## src/rtl/video_timing_gen.sv

```systemverilog
// video_timing_gen: parametrised raster timing (sync, de, coordinates, strobes, frame count)
module video_timing_gen #(
    parameter int H_DISPLAY = 640,
    parameter int H_FRONT   = 16,
    parameter int H_SYNC    = 96,
    parameter int H_BACK    = 48,
    parameter int V_DISPLAY = 480,
    parameter int V_FRONT   = 10,
    parameter int V_SYNC    = 2,
    parameter int V_BACK    = 33,
    parameter int CLK_DIV   = 4,
    parameter bit HSYNC_POL = 1'b0,
    parameter bit VSYNC_POL = 1'b0,
    parameter int CW        = 11,
    parameter int FW        = 8
) (
    input  logic          clk,
    input  logic          reset_n,
    input  logic          en,
    input  logic          sync_clr,
    output logic          p_tick,
    output logic          hsync,
    output logic          vsync,
    output logic          de,
    output logic [CW-1:0] x,
    output logic [CW-1:0] y,
    output logic          line_start,
    output logic          frame_start,
    output logic [FW-1:0] frame_cnt
);
    localparam int H_TOTAL = H_DISPLAY + H_FRONT + H_SYNC + H_BACK;
    localparam int V_TOTAL = V_DISPLAY + V_FRONT + V_SYNC + V_BACK;
    localparam int DW = (CLK_DIV > 1) ? $clog2(CLK_DIV) : 1;
    localparam logic [DW-1:0] DIV_LAST = DW'(CLK_DIV - 1);
    localparam logic [CW-1:0] H_LAST = CW'(H_TOTAL - 1);
    localparam logic [CW-1:0] V_LAST = CW'(V_TOTAL - 1);
    localparam logic [CW-1:0] H_ACT = CW'(H_DISPLAY);
    localparam logic [CW-1:0] V_ACT = CW'(V_DISPLAY);
    localparam logic [CW-1:0] HS_BEG = CW'(H_DISPLAY + H_FRONT);
    localparam logic [CW-1:0] HS_END = CW'(H_DISPLAY + H_FRONT + H_SYNC - 1);
    localparam logic [CW-1:0] VS_BEG = CW'(V_DISPLAY + V_FRONT);
    localparam logic [CW-1:0] VS_END = CW'(V_DISPLAY + V_FRONT + V_SYNC - 1);

    logic [DW-1:0] div_cnt, div_nxt;
    logic [CW-1:0] x_nxt, y_nxt;
    logic [FW-1:0] fc_nxt;
    logic          h_wrap, v_wrap, hs_nxt, vs_nxt;

    // next-state of divider and raster counters; sync_clr overrides everything, en=0 holds
    always_comb begin
        p_tick      = en && !sync_clr && (div_cnt == DIV_LAST);
        h_wrap      = p_tick && (x == H_LAST);
        v_wrap      = h_wrap && (y == V_LAST);
        div_nxt     = sync_clr ? '0 : !en ? div_cnt : p_tick ? '0 : div_cnt + 1'b1;
        x_nxt       = sync_clr ? '0 : h_wrap ? '0 : p_tick ? x + 1'b1 : x;
        y_nxt       = sync_clr ? '0 : v_wrap ? '0 : h_wrap ? y + 1'b1 : y;
        fc_nxt      = v_wrap ? frame_cnt + 1'b1 : frame_cnt;
        hs_nxt      = (x_nxt >= HS_BEG && x_nxt <= HS_END) ? HSYNC_POL : ~HSYNC_POL;
        vs_nxt      = (y_nxt >= VS_BEG && y_nxt <= VS_END) ? VSYNC_POL : ~VSYNC_POL;
        de          = (x < H_ACT) && (y < V_ACT);
        line_start  = p_tick && (x == '0);
        frame_start = line_start && (y == '0);
    end

    // state registers; syncs follow the next coordinates so they stay aligned with x/y
    always_ff @(posedge clk or negedge reset_n) begin
        if (!reset_n) begin
            div_cnt   <= '0;
            x         <= '0;
            y         <= '0;
            frame_cnt <= '0;
            hsync     <= ~HSYNC_POL;
            vsync     <= ~VSYNC_POL;
        end else if (en || sync_clr) begin
            div_cnt   <= div_nxt;
            x         <= x_nxt;
            y         <= y_nxt;
            frame_cnt <= fc_nxt;
            hsync     <= hs_nxt;
            vsync     <= vs_nxt;
        end
    end
endmodule

```

## config.mk

```make
export PLATFORM = sky130hd
export DESIGN_NAME = video_timing_gen
export DESIGN_NICKNAME = d
export VERILOG_FILES = /design/src/rtl/video_timing_gen.sv
export SDC_FILE = /design/constraint.sdc
export NUM_CORES = 1
export LEC_CHECK = 0
export ABC_AREA = 1
export BUFFER_PORTS_ARGS = -buffer_cell sky130_fd_sc_hd__buf_4
export CAP_MARGIN = 5
export CORE_MARGIN = 2
export CORE_UTILIZATION = 45
export DETAILED_ROUTE_END_ITERATION = 8
export HOLD_SLACK_MARGIN = 0.1
export PLACE_DENSITY = 0.67
export REMOVE_ABC_BUFFERS = 1
export SETUP_SLACK_MARGIN = 0.15
export SKIP_LAST_GASP = 1
export SLEW_MARGIN = 0
export SYNTH_ARGS = -nofsm -noshare
export SYNTH_HDL_FRONTEND = slang
export SYNTH_SLANG_ARGS = --single-unit
```

## constraint.sdc

```tcl
create_clock -name clk -period 3.8 [get_ports clk]
set_clock_uncertainty 0.15 [all_clocks]
set_input_delay 0.19 -clock clk [delete_from_list [all_inputs] [get_ports clk]]
set_output_delay 0.19 -clock clk [all_outputs]
set_load 0.005 [all_outputs]
```

Word-level counts from Yosys, hierarchy flattened

Index checks and enable logic that the tools add are counted.
Widths: inputs -> output; s select.

$add $sub $neg: 4
Magnitude comparators: 6
Equal/unequal tests: 3
Mux-type cells: 11
Reductions and logical operators: 16

Operator list:

| kind                  | count |
|---|---|
| $mux 11               | 6 |
| $add 11x1->11 const B | 2 |
| $eq 11x10->1 const B  | 2 |
| $logic_not 11->1      | 2 |
| $ge 11x10->1 const B  | 1 |
| $ge 11x9->1 const B   | 1 |
| $le 11x10->1 const B  | 1 |
| $le 11x9->1 const B   | 1 |
| $lt 11x10->1 const B  | 1 |
| $lt 11x9->1 const B   | 1 |
| $logic_and 1x1->1     | 9 |
| $add 8x1->8 const B   | 1 |
| $mux 2                | 3 |
| $reduce_and 2->1      | 2 |
| $add 2x1->2 const B   | 1 |
| $eq 2x2->1 const B    | 1 |
| $mux 1                | 2 |
| $reduce_bool 2->1     | 1 |
| $logic_not 1->1       | 1 |
| $logic_or 1x1->1      | 1 |

Register bits after elaboration: 34
Input port bits: 4
Output and inout port bits: 36

Logic depth before layout (Yosys ltp)

Depth after elaboration: 10
Mapped depth: 13
Gate-level depth less buffers: 13

Worst setup path before layout

No wires, ideal clock.

Kind: register to register
Start point: reg x[0]
End point: reg frame_cnt[7]
Setup time: 123 ps
Arrival time: 1592 ps
Data required time: 3527 ps
Setup slack: 1935 ps
Stages on the path, launching flop included: 10
Cells stage by stage: dfrtp_1 -> ha_1 -> nand3_2 -> nor2_8 -> nand2_4 -> nor2_8 -> nand4_4 -> nor2_2 -> nand3_1 -> xnor2_1

Longest elaborated chain between the ends: 4

RTL lines:

| element                    | line | RTL |
|---|---|---|
| start: declaration         | 25   | `output logic [CW-1:0] x,` |
| start signal: assignment   | 76   | `x <= x_nxt;` |
| $eq 11x10->1               | 52   | `h_wrap = p_tick && (x == H_LAST);` |
| $logic_and 1x1->1          | 52   |  |
| $logic_and 1x1->1          | 53   | `v_wrap = h_wrap && (y == V_LAST);` |
| $reduce_and 2->1 (no line) | --   |  |
| end signal: assignment     | 78   | `frame_cnt <= fc_nxt;` |
| end: declaration           | 29   | `output logic [FW-1:0] frame_cnt` |

No other way between the ends.
A chain may end at the register's enable or synchronous reset.

Worst setup path after layout

Start point: in sync_clr
End point: out frame_start

Longest elaborated chain between the ends: 5

RTL lines:

| element                        | line | RTL |
|---|---|---|
| start: declaration             | 20   | `input logic sync_clr,` |
| $logic_not 1->1                | 51   | `p_tick = en && !sync_clr && (div_cnt == DIV_LAST);` |
| $logic_and 1x1->1 (2 in a row) | 51   |  |
| $logic_and 1x1->1              | 61   | `line_start = p_tick && (x == '0);` |
| $logic_and 1x1->1              | 62   | `frame_start = line_start && (y == '0);` |
| end: declaration               | 28   | `output logic frame_start,` |

No other way between the ends.

==> qor.yml <==
yosys:
  synth.top_cells.by_area: "dfrtp_1 (38%), nand2_1 (11%), nor2_1 (7.3%)"
  synth.cell_area_um2: 2120
  yosysUniqueCellTypes: 32
  synth_common_cells: "nand2_1 (64), nor2_1 (41), inv_1 (34), dfrtp_1 (32), nand3_1 (27)"
  ys_seq_elements: 34
  synth-warning-count: 0
  yosysMostFrequentCell: "nand2_1"
  yosys.area.top_type: "dfrtp_1"
  seq_area_frac_synth: 0.403
  async_flop_share: 1.00
  yosysTopAreaCellShare: 0.378
  synth_edf_count: 0
  synthCells: 277
  synth_ff_type: "dfrtp_1"
  avgSynthCellArea_um2: 7.64
status:
  outcome: "finished, final reports clean"
timing:
  hold_slack_ns: 0.241
  fin_crit_ns: 2.40
  hold_violations: 0
  slew_viol_final: 0
  setup_tns_ns: 0
  setup_viol: 0
  tightest_slew_ns: 0.455
  rsz0062_at_grt: "false"
  fmax_mhz: 416
  relSlewSlack: 0.697
  fin_crit_sh: 0.632
clocking:
  cts_tree: "done"
  clk_latency_ns: 0.29
  path_clk_slew_ns: 0.09
  post_cts_buffers: 0
  root_buffer: "clkbuf_8"
  clk_path_buf_depth: 2
  cts_buffers: 5
  post_cts_resized: 0
  cts.sinks: 34
  htreeDepth: 2
routing:
  ant_nets: 0
  drcViolationCount: 0
  first_iter_violations: 213
  routed_wl_um: 5180
  post_drt_via_cell_ratio: 5.16
  wire_per_inst_um: 13.8
  vias: 1942
  dr.pass1.iters: 6
die:
  die_w_um: 72.6
  die-area_um2: 5270
  num_rows: 24
  io_pins: 40
  coreArea_um2: 4440
  start_util: 0.476
  die_height_um: 72.6
worst_setup_path:
  cp.arrival_ns: 2.06
  r2r_cells: 10
  crit_required_ns: 3.46
  crit_type: "in -> out"
  rrSetupSlack_ns: 1.67
  end_kind: "output port"
  cp-start-kind: "primary input"
  path_max_fanout: 16
  r2r_start: "x[0]$_DFFE_PN0P_"
  r2r-end: "vsync$_DFFE_PN1P_"
  crit_start: "sync_clr"
global_route:
  grt_max_degree: 35
  grt_pass1_wl_um: 8540
  antenna_found_initial: 0
  grt_pass1_vias: 1744
  grt.overflow.total: 0
  track_usage: 0.209
power_and_ir_drop:
  leakage_uw: 0.00135
  ir_drop_v: 0.000232
  cellPowerDensity_nw_per_um2: 282
final_layout:
  num_antenna_cells: 0
  drive_gt1_frac: 0.198
  area_growth_pct: 23.1
  nNetsFinal: 333
job:
  maxCapViolCount: 0
hold_path:
  min-delay-path-class: "in -> async"
placement:
  finalWeightedCongestion: 0.889
  io_buffers: 39
  dp_hpwl_um: 3850
[cell families (layout without fill, tap and decap cells)]
family,count (synthesis),count (layout),share of synthesized area
buf+inv,39,86,0.0704
xor+xnor,17,17,0.0704
flops,34,34,0.403
compound gates,16,16,0.0414
simple gates,165,165,0.379
fa+ha+maj,6,6,0.0355
[metrics by stage]
step                 util  power, uW  instance area, um2  instances  setup slack (ns)
finish              0.586        734                2600        376              1.40
global route        0.586        753                2600        376              1.23
CTS                 0.586        739                2600        376              1.41
detailed placement  0.553        395                2460        365              1.69
global placement    0.553        395                2460        365              1.67
floorplan               -        379                2100        274              1.94
[routing by layer]
layer	vias to the layer above	global-route usage	part of all wire
met4	0	0.0576	0.010
met1	899	0.303	0.48
met5	-	0	0
met3	6	0.0414	0.056
li1	979	-	-
met2	58	0.320	0.45
[how the worst max path moves through the flow]
stage,to,slack (ns),cells past startpoint
4_1_cts,frame_start,1.41,7
6_report,frame_start,1.40,7
3_3_place_gp,vsync$_DFFE_PN1P_,1.67,10
2_1_floorplan,frame_cnt[7]$_DFFE_PN0P_,1.94,9
5_1_grt,frame_start,1.23,7
3_5_place_dp,vsync$_DFFE_PN1P_,1.69,10
[sequential cells by signal (all words and copies together), names as in the netlist]
register / count
hsync: 1
x: 11
y: 11
div_cnt: 2
frame_cnt: 8
vsync: 1
[layout make-up]
cell class	count	area, um2
fill	419	1840
tap	52	65.1
clock buffer	5	68.8
clock inverter	3	45.0
timing repair buffer	42	323
multi-input combinational	204	1110
inverter	36	135
sequential	34	853
[critical path: stages]
cell and delay (ns):
dlygate4sd3_1 0.55, buf_4 0.21, inv_2 0.13, nand3_4 0.17, nor3_1 0.31, nor3b_1 0.32, buf_4 0.17
[placed cells by master, fill, tap and decap left out, drive strengths merged]
cell type | Yosys | routed
a211oi | 1 | 1
a21oi | 6 | 6
buf | 1 | 39
bufinv | 0 | 1
clkbuf | 2 | 5
clkinvlp | 0 | 2
dfrtp | 32 | 32
dfstp | 2 | 2
dlygate4sd3 | 0 | 3
ha | 6 | 6
inv | 36 | 36
nand2 | 66 | 66
nand3 | 29 | 29
nand3b | 1 | 1
nand4 | 11 | 11
nor2 | 48 | 48
nor3 | 4 | 4
nor3b | 2 | 2
nor4 | 2 | 2
o21ai | 7 | 7
o21bai | 2 | 2
or2 | 2 | 2
xnor2 | 6 | 6
xor2 | 11 | 11
[power by group]
part           total [uW]  internal [uW]  switching, uW
Combinational        26.1           7.61           18.4
Clock                 343            195            148
Sequential            364            363           1.00
[what timing repair did]
action / 4_1_cts / 5_1_grt
setup endpoints to repair: 0 / 0
hold endpoints to repair: 46 / 0
hold buffers: 3 / 0
(Power assumes the default switching activity.)
